`config.mk`:
```
export PLATFORM = sky130hd
export DESIGN_NAME = serial_addsub_flat
export DESIGN_NICKNAME = d
export VERILOG_FILES = /design/src/rtl/serial_addsub_if.sv /design/src/rtl/serial_addsub.sv /design/src/flat_wrapper.sv
export SDC_FILE = /design/constraint.sdc
export NUM_CORES = 1
export LEC_CHECK = 0
export CAP_MARGIN = 40
export CORE_MARGIN = 3
export CORE_UTILIZATION = 46
export DETAILED_ROUTE_END_ITERATION = 8
export PLACE_DENSITY = 0.77
export SETUP_SLACK_MARGIN = 0.5
export SLEW_MARGIN = 20
export SYNTH_ARGS = -nofsm -noshare
export SYNTH_HDL_FRONTEND = slang
export SYNTH_SLANG_ARGS = --single-unit
```
`constraint.sdc`:
```
create_clock -name clk -period 1.5 [get_ports clk]
set_input_delay 0.375 -clock clk [delete_from_list [all_inputs] [get_ports clk]]
set_output_delay 0.375 -clock clk [all_outputs]
set_load 0.1 [all_outputs]
```
`src/rtl/serial_addsub_if.sv`:
```
// serial_addsub handshake/operand bundle.
// master drives requests, slave returns results.
interface serial_addsub_if #(
  parameter int WIDTH = 8
);
  logic             start;
  logic             sub;
  logic [WIDTH-1:0] a;
  logic [WIDTH-1:0] b;
  logic             c_in;
  logic             busy;
  logic             done;
  logic [WIDTH-1:0] sum;
  logic             c_out;
  logic             overflow;

  modport master (
    output start, sub, a, b, c_in,
    input  busy, done, sum, c_out, overflow
  );

  modport slave (
    input  start, sub, a, b, c_in,
    output busy, done, sum, c_out, overflow
  );
endinterface

```
`src/rtl/serial_addsub.sv`:
```
// Bit-serial adder/subtractor, LSB first,
// one parity cell, one majority cell, one carry FF.
module serial_addsub #(
  parameter int WIDTH = 8
) (
  input logic           clk,
  input logic           rst_n,
  serial_addsub_if.slave bus
);
  localparam int CW = $clog2(WIDTH + 1);

  typedef enum logic [1:0] {
    S_IDLE,
    S_RUN,
    S_DONE
  } state_t;

  state_t           r_state;
  state_t           w_state_nxt;
  logic [WIDTH-1:0] r_a;
  logic [WIDTH-1:0] r_b;
  logic [WIDTH-1:0] r_part;
  logic [WIDTH-1:0] r_sum;
  logic [CW-1:0]    r_cnt;
  logic             r_carry;
  logic             r_cout;
  logic             r_ovf;

  logic             w_accept;
  logic             w_run;
  logic             w_last;
  logic             w_sbit;
  logic             w_cnxt;
  logic [WIDTH-1:0] w_part_nxt;

  assign w_run    = (r_state == S_RUN);
  assign w_accept = bus.start && !w_run;
  assign w_last   = w_run && (r_cnt == CW'(WIDTH - 1));

  assign w_sbit = r_a[0] ^ r_b[0] ^ r_carry;
  assign w_cnxt = (r_a[0] & r_b[0])
                | (r_a[0] & r_carry)
                | (r_b[0] & r_carry);

  generate
    if (WIDTH == 1) begin : g_w1
      assign w_part_nxt = w_sbit;
    end else begin : g_wn
      assign w_part_nxt = {w_sbit, r_part[WIDTH-1:1]};
    end
  endgenerate

  // state register
  always_ff @(posedge clk or negedge rst_n) begin
    if (!rst_n) r_state <= S_IDLE;
    else        r_state <= w_state_nxt;
  end

  // next-state: accept in IDLE/DONE, finish after WIDTH bits
  always_comb begin
    w_state_nxt = r_state;
    unique case (r_state)
      S_IDLE:  if (w_accept) w_state_nxt = S_RUN;
      S_RUN:   if (w_last)   w_state_nxt = S_DONE;
      S_DONE:  w_state_nxt = w_accept ? S_RUN : S_IDLE;
      default: w_state_nxt = S_IDLE;
    endcase
  end

  // operand load, serial step, result capture
  always_ff @(posedge clk or negedge rst_n) begin
    if (!rst_n) begin
      r_a     <= '0;
      r_b     <= '0;
      r_part  <= '0;
      r_sum   <= '0;
      r_cnt   <= '0;
      r_carry <= 1'b0;
      r_cout  <= 1'b0;
      r_ovf   <= 1'b0;
    end else if (w_accept) begin
      r_a     <= bus.a;
      r_b     <= bus.sub ? ~bus.b : bus.b;
      r_carry <= bus.sub | bus.c_in;
      r_cnt   <= '0;
    end else if (w_run) begin
      r_a     <= r_a >> 1;
      r_b     <= r_b >> 1;
      r_carry <= w_cnxt;
      r_part  <= w_part_nxt;
      r_cnt   <= r_cnt + CW'(1);
      if (w_last) begin
        // r_carry here is the carry into the MSB
        r_sum  <= w_part_nxt;
        r_cout <= w_cnxt;
        r_ovf  <= r_carry ^ w_cnxt;
      end
    end
  end

  assign bus.busy     = w_run;
  assign bus.done     = (r_state == S_DONE);
  assign bus.sum      = r_sum;
  assign bus.c_out    = r_cout;
  assign bus.overflow = r_ovf;
endmodule

```
`src/flat_wrapper.sv`:
```
// flat-port wrapper written by rule: the top's interface ports become plain ports
module serial_addsub_flat 
#(
  parameter int WIDTH = 8
)
  (clk, rst_n, bus_start, bus_sub, bus_a, bus_b, bus_c_in, bus_busy, bus_done, bus_sum, bus_c_out, bus_overflow);
  serial_addsub_if #(.WIDTH(WIDTH)) bus_i ();
  input logic clk;
  input logic rst_n;
  input wire logic [$bits(bus_i.start)-1:0] bus_start;
  input wire logic [$bits(bus_i.sub)-1:0] bus_sub;
  input wire logic [$bits(bus_i.a)-1:0] bus_a;
  input wire logic [$bits(bus_i.b)-1:0] bus_b;
  input wire logic [$bits(bus_i.c_in)-1:0] bus_c_in;
  output wire logic [$bits(bus_i.busy)-1:0] bus_busy;
  output wire logic [$bits(bus_i.done)-1:0] bus_done;
  output wire logic [$bits(bus_i.sum)-1:0] bus_sum;
  output wire logic [$bits(bus_i.c_out)-1:0] bus_c_out;
  output wire logic [$bits(bus_i.overflow)-1:0] bus_overflow;
  assign bus_i.start = bus_start;
  assign bus_i.sub = bus_sub;
  assign bus_i.a = bus_a;
  assign bus_i.b = bus_b;
  assign bus_i.c_in = bus_c_in;
  assign bus_busy = bus_i.busy;
  assign bus_done = bus_i.done;
  assign bus_sum = bus_i.sum;
  assign bus_c_out = bus_i.c_out;
  assign bus_overflow = bus_i.overflow;
  serial_addsub #(.WIDTH(WIDTH)) u_core (.clk(clk), .rst_n(rst_n), .bus(bus_i));
endmodule
```
; ---- Word-level counts from Yosys, hierarchy flattened
; Index checks and enable logic that the tools add are counted.
[word_totals]
wordCells = 47
output_inout_bits = 12
inputBits = 21
reg_bits = 41
[classes]
addsub = 1
n_eq_ne = 5
muxes = 13
n_reduce_logical = 8
n_bitwise = 11
[op_table]
columns = op, count
row1 = $mux 8, 5
row2 = $mux 4, 2
row3 = $not 8->8, 1
row4 = $pmux 2 s3, 1
row5 = $add 4x1->4 const B, 1
row6 = $eq 4x3->1 const B, 1
row7 = $mux 2, 2
row8 = $reduce_and 2->1, 2
row9 = $and 1x1->1, 3
row10 = $mux 1, 3
row11 = $or 1x1->1, 3
row12 = $reduce_and 3->1, 1
row13 = $xor 1x1->1, 3
row14 = $eq 2x1->1 const B, 1
row15 = $eq 2x2->1 const B, 1
row16 = $logic_and 1x1->1, 2
row17 = $logic_not 2->1, 1
row18 = $ne 2x1->1 const B, 1
row19 = $ne 2x2->1 const B, 1
row20 = $reduce_bool 2->1, 1
row21 = $logic_not 1->1, 1
row22 = $not 1->1, 1

; ---- Longest topological paths before layout
[depth]
ltp_word = 5
mapped_depth = 5
mapped_depth_nobuf = 4

; ---- Worst setup path before layout
; No wires, ideal clock.
[synth_path]
path_type = reg2out
start = reg u_core.r_state[0]
end = out bus_done
path_slack_ns = -0.052
required_time_ns = 1.125
path_buffers = 0
stages_incl_launch_ff = 2
arrival_time_ns = 1.177
cell_sequence = dfrtp_1 and2b_1
[synth_between]
elab_chain_cells = 1
[synth_lines]
columns = element, line
row1 = start: declaration, serial_addsub.sv:18  ; state_t r_state;
row2 = start signal: assignment, serial_addsub.sv:56  ; else r_state <= w_state_nxt;
row3 = $eq 2x2->1, serial_addsub.sv:102  ; assign bus.done = (r_state == S_DONE);
row4 = end: declaration, flat_wrapper.sv:16  ; output wire logic [$bits(bus_i.done)-1:0] bus_done;
; Every way passes these cells.

; ---- Worst setup path in the final report
; Same ends and word-level chain as after synthesis.

==> flow_metrics.py <==
metrics = {
    "layout": {
        "syn2layout_area_growth_pct": 86.24,
        "instances_no_fill": 277,
        "antenna_cells": 0,
        "drive_gt1_frac": 0.6157,
        "nets": 251,
    },
    "worst_setup_path": {
        "cp_slowest_cell": "dfrtp_1",
        "worst-path-buf-inv": 1,
        "worstSetupPathType": "flip-flop to output pin",
        "max_stage_delay_ps": 430,
        "ff2ff_path_depth": 5,
        "crit_cells": 2,
        "crit_required_ps": 1120,
        "crit_fanout": 3,
        "critPathArrivalTime_ps": 1160,
        "critPathCaptureType": "output pin",
        "rr_endpoint": "u_core.bus.sum[1]$_DFFE_PN0P_",
        "reg2reg_from": "u_core.r_state[1]$_DFFE_PN0P_",
        "critical_path.cell_chain": "and2b_2 -> buf_12",
        "crit_family": "flip-flops",
        "r2r_setup_slack_ps": -30,
        "crit_path_start_kind": "flip-flop",
    },
    "drt": {
        "wl_per_cell_um": 22.79,
        "ant_nets": 0,
        "dr_total_vias": 1529,
        "drc": 0,
        "viasPerCell": 5.520,
        "firstDrtPassIters": 4,
        "dr.first_iter.drc_count": 64,
        "finalWirelength_um": 6313,
    },
    "clock_network": {
        "cts.reportedPaths.clkPinSlew_ps": 80,
        "worstSkewPairLatency_ps": 300,
        "ctsHtreeMaxLevel": 2,
        "clock_sinks": 40,
        "numCtsBuffers": 5,
        "clk_root_buffer_cell": "clkbuf_8",
        "cts_buffer_depth": 2,
        "cts_tree": "built",
    },
    "job": {
        "max_cap_viol_count": 0,
    },
    "floorplan": {
        "die_w_um": 68.41,
        "io-pin-count": 33,
        "core_sq_mm": 0.003716,
        "num_rows": 22,
        "dieArea_sq_mm": 0.004680,
        "initial_core_util": 0.4822,
        "dieHeight_um": 68.41,
    },
    "yosys": {
        "synth_nets": 184,
        "async_flop_share": 1.000,
        "ys_seq_elements": 40,
        "synthCells": 161,
        "synth_edf_count": 0,
        "ys_seq_area_frac": 0.5587,
        "syn_avg_cell_area_sq_um": 11.13,
        "ys_top_cells_by_area": "dfrtp_1 56%, mux2i_1 8.9%, nand2_1 8.4%",
        "ys.flop_type": "dfrtp_1",
        "netlist.area_leader.share": 0.5587,
        "syn-cell-area_sq_mm": 0.001792,
        "yosysWarnings": 0,
        "ys_top_cells_by_count": "40 x dfrtp_1, 40 x nand2_1, 20 x o21ai_0",
        "ys_types": 22,
        "synth_area_leader_cell": "dfrtp_1",
    },
    "sta": {
        "skew_ps": 4.405,
        "slew_violations": 0,
        "fin_ws_ps": -35.49,
        "fin_crit_ps": 1535,
        "hold_violations": 13,
        "max_freq_ghz": 0.6513,
        "slew_headroom": 0.8038,
        "min_period_over_period": 1.024,
        "worst_pin_slew_ps": 286.1,
        "finalSetupViolations": 12,
        "rsz0062_at_grt": "yes",
        "fin_hold_ws_ps": -36.43,
    },
    "placed_design": {
        "port_buffers": 32,
        "hpwl_um": 2447,
        "placed_cells": 240,
        "routabilityCongestion": 0.7729,
        "dpl_worst_slack_ps": -98.85,
    },
    "global_route": {
        "grt_pass1_vias": 1637,
        "grt_overflow": 0,
        "grtUsageTotal": 0.2541,
        "grt_pass1_wl_um": 8266,
        "antenna_found_initial": 0,
        "grt_max_degree": 16,
    },
    "power_and_ir_drop": {
        "p_per_area_mw_per_mm2": 2591,
        "power_mw": 8.645,
        "p_leak_nw": 1.571,
        "vdd_drop_max_mv": 1.310,
    },
    "worst_hold_path": {
        "hp-class": "input pin to asynchronous set/reset pin",
    },
    "run_status": {
        "violations": "hold timing, setup timing",
        "status": "finished, violations left",
    },
}
==> worst reg2reg max path, stage by stage, from the launching register on <==
cell	delay, ps
dfrtp_1	390
nand2b_4	200
nor3_4	260
buf_6	150
buf_12	110
mux2_4	300
==> cell usage in the layout, fill, tap and decap left out, types with 2 or more instances in the layout <==
cell              n
buf_4            12
dlygate4sd2_1     2
o21ai_2          13
o21ai_4           3
buf_6            10
nand2_1           5
xor2_1            9
clkbuf_8          5
o21ai_1           4
mux2i_1          15
dfrtp_1          30
nand2_2          12
nand3_2           2
clkdlybuf4s50_1  17
nand2_4          23
mux2_4           11
buf_16            8
dfrtp_4          10
buf_12           18
==> logic make-up after synthesis <==
kind of cell	synth area share
flip-flops	0.5587
AO/OA/AOI/OAI	0.06704
adder cells (fa/ha/maj)	0.01816
XOR/XNOR	0.04889
AND/OR/NAND/NOR	0.1173
multiplexers	0.1585
buffers and inverters	0.03142
==> metrics by stage <==
step	utilization	instance area (sq um)	TNS, ps	hold WS (ps)
after detailed placement	0.6411	2382	-383.9	286.6
after floorplan	-	1872	0	79.41
after global placement	0.6411	2382	0	284.4
final	0.8980	3337	-243.5	-36.43
after CTS	0.8084	3004	-26.95	-30.83
after global routing	0.8980	3337	-570.4	-28.48
==> power breakdown <==
part,switching (mW),leakage (nW),internal [mW]
clock,0.398,0.0541,0.492
sequential,0.606,0.490,1.64
combinational,2.86,1.03,2.64
total,3.87,1.57,4.78
==> sequential cells by signal, summed over array words and instances (netlist names) <==
register and flops:
u_core.bus.sum 8, u_core.r_cnt 4, u_core.r_part 7, u_core.bus.c_out 1, u_core.r_carry 1, u_core.r_b 8
u_core.bus.overflow 1, u_core.r_a 8, u_core.r_state 2
==> timing repair <==
action,4_1_cts,5_1_grt
pin swaps,18,19
gates cloned,8,1
setup buffers,14,6
endpoints found under the hold margin,13,13
setup endpoints to repair,51,52
gates resized for setup,82,61
==> worst max-delay path by stage <==
stage | startpoint | endpoint
after floorplan | u_core.r_cnt[0]$_DFFE_PN0P_ | u_core.bus.c_out$_DFFE_PN0P_
after detailed placement | bus_sub | u_core.r_b[2]$_DFFE_PN0P_
final | u_core.r_state[0]$_DFFE_PN0P_ | bus_done
after global placement | bus_sub | u_core.r_b[2]$_DFFE_PN0P_
after CTS | u_core.r_state[0]$_DFFE_PN0P_ | bus_done
after global routing | u_core.r_state[0]$_DFFE_PN0P_ | bus_done
==> metal layers <==
metal | vias up | routed length [um] | track usage | share of wire
li1 | 678 | - | - | -
met1 | 773 | 2489 | 0.2812 | 0.39
met2 | 57 | 3313 | 0.4648 | 0.52
met3 | 21 | 282 | 0.05255 | 0.045
met4 | 0 | 229 | 0.1067 | 0.036
met5 | - | 0 | 0 | 0
==> layout make-up <==
cell class / instances / area [sq um]
repair buffers: 69 / 1001
inverters: 2 / 15.01
clock buffers: 5 / 68.82
fillers: 127 / 379.1
well taps: 48 / 60.06
clock inverters: 3 / 42.54
multi-input cells: 110 / 1111
flip-flops and latches: 40 / 1039
Power figures use the tool's default switching activity.
